<file path="src/rtl/mux_arb_pkg.sv">
// mux_arb_pkg: shared router defines (flit width, mux port count, flit type codes, arbiter states).
package mux_arb_pkg;
  localparam int DATAW = 66;
  localparam int PORT_P1 = 5;
  typedef enum logic [1:0] {FT_NONE = 2'b00, FT_HEAD = 2'b01, FT_DATA = 2'b10, FT_TAIL = 2'b11} flit_t;
  typedef enum logic {IDLE = 1'b0, LOCKED = 1'b1} state_t;
  function automatic logic [1:0] flit_type(input logic [DATAW-1:0] f);
    return f[DATAW-1:DATAW-2];
  endfunction
endpackage

</file>
<file path="src/rtl/mux_arb_rr_pick.sv">
// rr_pick: two-requester round-robin pick; ptr breaks ties.
module rr_pick (
  input  logic [1:0] req,
  input  logic       ptr,
  output logic       gnt_valid,
  output logic       gnt_idx
);
  assign gnt_valid = |req;
  assign gnt_idx = &req ? ptr : req[1];
endmodule

</file>
<file path="src/rtl/mux_arb.sv">
// mux_arb: packet-level round-robin arbiter driving the 2:1 router output mux select and buffer pops.
module mux_arb
  import mux_arb_pkg::*;
#(
  parameter int SELW = PORT_P1,
  parameter int CNTW = 8
) (
  input  logic            clk,
  input  logic            rst_,
  input  logic            ivalid_0,
  input  logic [1:0]      itype_0,
  input  logic            ivalid_1,
  input  logic [1:0]      itype_1,
  input  logic            ordy,
  output logic [SELW-1:0] sel,
  output logic            ipop_0,
  output logic            ipop_1,
  output logic            busy,
  output logic [CNTW-1:0] flit_cnt,
  output logic            err
);
  state_t state, state_nxt;
  logic owner, ptr, gnt_valid, gnt_idx, own_valid, pop, tail_pop, bad_pop, idle_err;
  logic [1:0] own_type, req;
  assign own_valid = owner ? ivalid_1 : ivalid_0;
  assign own_type = owner ? itype_1 : itype_0;
  assign busy = state == LOCKED;
  assign pop = busy && own_valid && ordy;
  assign ipop_0 = pop && !owner;
  assign ipop_1 = pop && owner;
  assign tail_pop = pop && own_type == FT_TAIL;
  // a HEAD is only legal as the first popped flit of a packet
  assign bad_pop = pop && (own_type == FT_NONE || (own_type == FT_HEAD && flit_cnt != '0));
  assign idle_err = !busy && ((ivalid_0 && itype_0 != FT_HEAD) || (ivalid_1 && itype_1 != FT_HEAD));
  assign req = busy ? 2'b00 : {ivalid_1 && itype_1 == FT_HEAD, ivalid_0 && itype_0 == FT_HEAD};
  rr_pick u_pick (.req(req), .ptr(ptr), .gnt_valid(gnt_valid), .gnt_idx(gnt_idx));
  always_comb begin
    state_nxt = busy ? (tail_pop ? IDLE : LOCKED) : (gnt_valid ? LOCKED : IDLE);
  end
  always_ff @(posedge clk or negedge rst_) begin
    if (!rst_) state <= IDLE;
    else state <= state_nxt;
  end
  always_ff @(posedge clk or negedge rst_) begin
    if (!rst_) begin
      owner <= 1'b0;
      ptr <= 1'b0;
      sel <= '0;
      flit_cnt <= '0;
      err <= 1'b0;
    end else begin
      if (!busy && gnt_valid) begin
        owner <= gnt_idx;
        sel <= SELW'(1) << gnt_idx;
        flit_cnt <= '0;
      end
      if (pop) flit_cnt <= flit_cnt + CNTW'(~&flit_cnt);
      if (tail_pop) begin
        sel <= '0;
        ptr <= ~owner;
      end
      if (bad_pop || idle_err) err <= 1'b1;
    end
  end
endmodule

</file>
<file path="config.mk">
export PLATFORM = sky130hd
export DESIGN_NAME = mux_arb
export DESIGN_NICKNAME = d
export VERILOG_FILES = /design/src/rtl/mux_arb_pkg.sv /design/src/rtl/mux_arb_rr_pick.sv /design/src/rtl/mux_arb.sv
export SDC_FILE = /design/constraint.sdc
export NUM_CORES = 1
export LEC_CHECK = 0
export ABC_AREA = 0
export CAP_MARGIN = 20
export CORE_MARGIN = 2
export CORE_UTILIZATION = 49
export DETAILED_ROUTE_END_ITERATION = 12
export GPL_TIMING_DRIVEN = 1
export HOLD_SLACK_MARGIN = 0.06
export PLACE_DENSITY = 0.83
export SETUP_SLACK_MARGIN = 0.5
export SLEW_MARGIN = 0
export SYNTH_ARGS = -nofsm -noshare
export SYNTH_HDL_FRONTEND = slang
export SYNTH_HIERARCHICAL = 1
export SYNTH_SLANG_ARGS = --single-unit
</file>
<file path="constraint.sdc">
create_clock -name clk -period 5.4 [get_ports clk]
set_clock_uncertainty 0.2 [all_clocks]
set_input_delay 1.08 -clock clk [delete_from_list [all_inputs] [get_ports clk]]
set_output_delay 1.08 -clock clk [all_outputs]
set_load 0.05 [all_outputs]
</file>
==> results of run 1 <==
==> stage by stage <==
step                std cells  cell area (sq um)
floorplan                  96                876
global placement          129               1070
detailed placement        129               1070
CTS                       133               1110
global route              133               1110
finish                    133               1110
==> flip-flops by register name (all words and copies together) (netlist names) <==
name      cells
flit_cnt      8
sel           2
busy          1
err           1
owner         1
ptr           1
==> cell type report <==
class | instances | area, sq um | share of cell area, %
Sequential cell | 14 | 350 | 31.6
Clock buffer | 4 | 36.3 | 3.27
Tap cell | 17 | 21.3 | 1.92
Timing Repair Buffer | 22 | 220 | 19.9
Multi-Input combinational cell | 73 | 469 | 42.3
Inverter | 3 | 11.3 | 1.02
==> layout by cell type, fill, tap and decap left out, types with 3 or more instances in the layout <==
cell type | Yosys | final
o21ai_0 | 3 | 3
nor4_1 | 4 | 4
nand2_1 | 12 | 12
mux2i_1 | 5 | 5
clkdlybuf4s50_1 | 0 | 22
inv_1 | 3 | 3
nand3_1 | 7 | 7
or4_1 | 3 | 3
nand2b_1 | 4 | 4
nand4_1 | 3 | 3
nor3b_1 | 3 | 3
conb_1 | 1 | 3
o211ai_1 | 3 | 3
dfrtp_1 | 14 | 14
clkbuf_4 | 0 | 3
==> worst register-to-register path, stage by stage, from the launching register on <==
cell and delay (ns):
dfrtp_1 0.47, nand4_1 0.16, or2_2 0.32, ha_1 0.21, ha_1 0.22, nor2b_1 0.13, o211ai_1 0.18, nand2_1 0.07
==> power breakdown <==
| group | leakage [nW] | internal (mW) | switching (mW) | total [mW] |
|---|---|---|---|---|
| sequential | 0.179 | 0.129 | 0.0372 | 0.166 |
| combinational | 0.263 | 0.0804 | 0.144 | 0.225 |
| clock | 0.0210 | 0.0411 | 0.0375 | 0.0786 |
| total | 0.463 | 0.251 | 0.219 | 0.469 |
==> cell usage after synthesis (all sizes together) (2+ instances only) <==
cell type	instances	area, sq um
nand4	3	18.8
o21ai	3	15.0
buf	5	41.3
inv	3	11.3
nor2	2	7.51
ha	2	25.0
or4	3	22.5
a21oi	2	10.0
dfrtp	14	350
nor2b	2	12.5
or2	2	12.5
nand2b	4	25.0
nor3b	3	22.5
nand3	7	35.0
nand2	12	45.0
o211ai	3	22.5
mux2i	6	63.8
nor4	4	25.0
a31oi	2	12.5
==> cells by family after synthesis <==
logic type	count (synthesis)	synth area share, %
compound gates	15	11.7
fa+ha+maj	2	2.88
buf+inv	9	6.48
flops	14	40.3
mux	7	8.65
other cells	1	0.432
simple gates	46	29.5
==> worst max-delay path by stage <==
stage / from / end / slack, ns / cells after the start
after floorplan: ordy / ipop_1 / 2.45 / 2
after global placement: ordy / ipop_1 / 1.28 / 4
after detailed placement: ordy / ipop_1 / 1.22 / 4
after CTS: ordy / ipop_1 / 1.22 / 4
after global routing: ordy / ipop_1 / 1.16 / 4
final: ordy / ipop_1 / 1.20 / 4
==> metal layers <==
metal | share of wire (%) | track usage [%] | up-vias
met3 | 5.8 | 3.92 | 3
met4 | 1.5 | 6.86 | 0
li1 | - | - | 390
met2 | 46 | 33.3 | 33
met5 | 0 | 0 | -
met1 | 47 | 27.8 | 385
==> impl_metrics.yaml, run 1 <==
grt:
  overflow: 0
  track_usage_pct: 20.7
  first_global_vias: 727
  antenna_found_initial: 0
  grt_max_degree: 15
  grt_pass1_wl_microns: 3160
clock_network:
  postCtsSetupRepairBufs: 0
  htreeDepth: 1
  clk_pin_slew_ns: 0.09
  clock_latency_ns: 0.29
  cts_tree: "yes"
  cts_buffers: 3
  clk_path_buf_depth: 2
  cts_resized: 0
  root_buffer: "clkbuf_4"
  hold_buffers: 0
  cts_sinks: 14
cells_and_area:
  fin_nets: 128
  syn_to_final_growth_pct: 27.7
  diodes: 0
  drive_above_1_share_pct: 7.76
  fin_util_pct: 65.6
  fillers: 144
setup_path:
  r2r-start: "flit_cnt[4]"
  cpMaxStageDelayCell: "clkdlybuf4s50_1"
  endpoint_kind: "output pin"
  r2r-end: "flit_cnt[2]"
  r2r_slack_ns: 3.34
  worst_path_most_repeated_cell: "clkdlybuf4s50_1"
  critPathRequiredTime_ns: 4.12
  crit_family: "buffers and inverters"
  cp.arrival_ns: 2.92
  slowest_delay_ns: 0.80
  critPathKind: "in2out"
  cp_num_buf_inv: 2
  worst_r2r_path_depth: 7
  path_cells: "clkdlybuf4s50_1 -> and2_0 -> and3_2 -> clkdlybuf4s50_1"
  cp_max_fo: 6
  start_kind: "input pin"
drt:
  vias_per_cell: 6.10
  drc: 0
  num_vias: 811
  wirelength_microns: 1980
  firstDrtPassIters: 4
  drt_iter0_drc: 7
  wl_per_cell_microns: 14.9
  postRouteAntennaNets: 0
timing:
  relSlewSlack_pct: 56.4
  setup_ws_ns: 1.20
  setup_viol: 0
  holdWs_ns: 0.292
  fmax_mhz: 238
  post-route-min-period_ns: 4.20
  rsz0062_at_grt: "false"
  report.final.slew_viol_count: 0
  worst_pin_slew_ns: 0.653
  tns_ns: 0
  finalCritPeriodShare_pct: 77.7
  finalHoldViolations: 0
pwr:
  power_mw: 0.469
  cellPowerDensity_nw_per_um2: 423
  p_leak_nw: 0.463
  vdd_drop_max_uv: 251
logic_synthesis:
  syn_area_sq_um: 868
  ys_ff_latch: 14
  synth-edff-count: 0
  ys_warn_count: 6
  synthCells: 94
  syn_avg_cell_area_sq_um: 9.24
  ys_types: 34
  synthArstFlopShare_pct: 100
  synth_top_flop_cell: "dfrtp_1"
  ys_seq_area_share_pct: 40.3
die:
  die_area_sq_um: 2120
  core_region_area_sq_um: 1690
  row_count: 15
  chipWidth_microns: 46.1
  die_h_microns: 46.1
  io_pins: 26
  initial_core_util_pct: 51.4
hold_path:
  hold_depth: 2
  hp-start: "err"
  hold_end: "err"
  hp-class: "reg2reg"
place:
  hpwlAfterDp_microns: 1440
  portBuffers: 22
  gp_congestion: 0.833
  dp_slack_ns: 1.22
job:
  drv_cap: 0
run_status:
  outcome: "finished clean"
No activity file was read; power rests on OpenSTA's default activity.
==> run 2: changes to the inputs <==
--- a/config.mk
+++ b/config.mk
@@ -8,11 +8,11 @@
 export ABC_AREA = 0
 export CAP_MARGIN = 20
 export CORE_MARGIN = 2
-export CORE_UTILIZATION = 49
+export CORE_UTILIZATION = 45
 export DETAILED_ROUTE_END_ITERATION = 12
 export GPL_TIMING_DRIVEN = 1
 export HOLD_SLACK_MARGIN = 0.06
-export PLACE_DENSITY = 0.83
+export PLACE_DENSITY = 0.77
 export SETUP_SLACK_MARGIN = 0.5
 export SLEW_MARGIN = 0
 export SYNTH_ARGS = -nofsm -noshare
==> constraint.sdc (replaced) <==
create_clock -name clk -period 4.31 [get_ports clk]
set_clock_uncertainty 0.2 [all_clocks]
set_input_delay 0.862 -clock clk [delete_from_list [all_inputs] [get_ports clk]]
set_output_delay 0.862 -clock clk [all_outputs]
set_load 0.05 [all_outputs]
==> impl_metrics.yaml, run 2 (synthesis gave the netlist of run 1 again) <==
grt:
  antenna_found_initial: 0
  overflow: 0
  grt_pass1_wl_microns: 3290
  track_usage_pct: 20.8
  grt_max_degree: 15
  first_global_vias: 756
place:
  hpwlAfterDp_microns: 1480
  gp_congestion: 0.833
  portBuffers: 22
job:
  drv_cap: 0
cells_and_area:
  layout_common_cells: "clkdlybuf4s50_1, dfrtp_1, nand2_1"
  fin_nets: 128
  reg_top3: "flit_cnt: 8 flops, sel: 2 flops"
  largest_reg_flops: 8
  drive_above_1_share_pct: 7.76
  diodes: 0
  syn_to_final_growth_pct: 29.1
  regMostFlops: "flit_cnt"
  fin_util_pct: 63.5
  layout_commonest_cell: "clkdlybuf4s50_1"
drt:
  drc: 0
  vias_per_cell: 5.70
  num_vias: 803
  wirelength_microns: 2030
  drt_iter0_drc: 12
  wl_per_cell_microns: 14.4
  postRouteAntennaNets: 0
  firstDrtPassIters: 5
die:
  die_h_microns: 47.9
  chipWidth_microns: 47.9
  die_area_sq_um: 2300
  row_count: 15
  io_pins: 26
  core_region_area_sq_um: 1760
  initial_core_util_pct: 49.2
pwr:
  vdd_drop_max_uv: 348
  cellPowerDensity_nw_per_um2: 525
  p_leak_nw: 0.482
timing:
  tns_ns: 0
  setup_viol: 0
  report.final.slew_viol_count: 0
  finalCritPeriodShare_pct: 81.8
  worst_pin_slew_ns: 0.653
  finalHoldViolations: 0
  post-route-min-period_ns: 3.53
  rsz0062_at_grt: "false"
  relSlewSlack_pct: 56.3
  fmax_mhz: 284
clock_network:
  cts_buffers: 3
  clock_latency_ns: 0.28
  cts_resized: 0
  cts_tree: "yes"
  root_buffer: "clkbuf_4"
  clk_pin_slew_ns: 0.09
  postCtsSetupRepairBufs: 0
  cts_sinks: 14
  htreeDepth: 1
  hold_buffers: 0
  clk_path_buf_depth: 2
setup_path:
  crit_family: "buffers and inverters"
  cp_max_fo: 5
  cpMaxStageDelayCell: "clkdlybuf4s50_1"
  slowest_delay_ns: 0.80
  cp.arrival_ns: 2.46
  worst_path_most_repeated_cell: "clkdlybuf4s50_1"
  start_kind: "input pin"
  cp_num_buf_inv: 2
  critPathKind: "in2out"
  critPathRequiredTime_ns: 3.25
  path_cells: "clkdlybuf4s50_1 -> and4b_2 -> clkdlybuf4s50_1"
  endpoint_kind: "output pin"
hold_path:
  hp-class: "reg2reg"
run_status:
  outcome: "finished clean"
[run 2: cell count changes in the layout (fill, tap and decap cells not counted)]
cell             change
clkdlybuf4s50_1      -1
dlymetal6s2s_1       +1
[run 2: worst paths after layout]
path,start,endpoint,slack (ns),cells past startpoint
max,ivalid_0,ipop_0,0.78,3
min,err,err,0.29,2
max reg2reg,flit_cnt[4],flit_cnt[2],2.27,7
min reg2reg,err,err,0.29,2
max in group asynchronous,rst_,flit_cnt[0],2.72,1
min in group asynchronous,rst_,owner,0.77,1
[run 2: report_power, final]
group	internal (mW)	switching (mW)
Combinational	0.101	0.182
Clock	0.0514	0.0458
Sequential	0.162	0.0472
[run 2: stage by stage]
step / std cells / hold slack (ns) / instance area (sq um) / power (mW) / setup WS [ns]
after floorplan: 96 / 0.315 / 876 / 0.408 / 1.79
after global placement: 137 / 0.280 / 1080 / 0.486 / 0.614
after detailed placement: 137 / 0.271 / 1080 / 0.491 / 0.561
after CTS: 141 / 0.294 / 1120 / 0.588 / 0.554
after global routing: 141 / 0.313 / 1120 / 0.622 / 0.718
final: 141 / 0.289 / 1120 / 0.589 / 0.783
[run 2: tightest hold or removal path: stages, from the launching register on]
cell	delay (ns)
dfrtp_1	0.36
inv_1	0.04
o221ai_1	0.06
[run 2: final cells by class]
| cell class | count | area, sq um |
|---|---|---|
| fill | 155 | 643 |
| inverter | 3 | 11.3 |
| timing repair buffer | 22 | 223 |
| multi-input combinational | 73 | 469 |
| sequential | 14 | 350 |
| clock buffer | 4 | 36.3 |
| tap | 25 | 31.3 |
[run 2: metal layers]
layer	vias up	routed length (microns)	global-route usage [%]
li1	386	-	-
met2	44	929	32.3
met5	-	0	0
met1	371	901	26.9
met3	2	181	5.66
met4	0	19	9.73
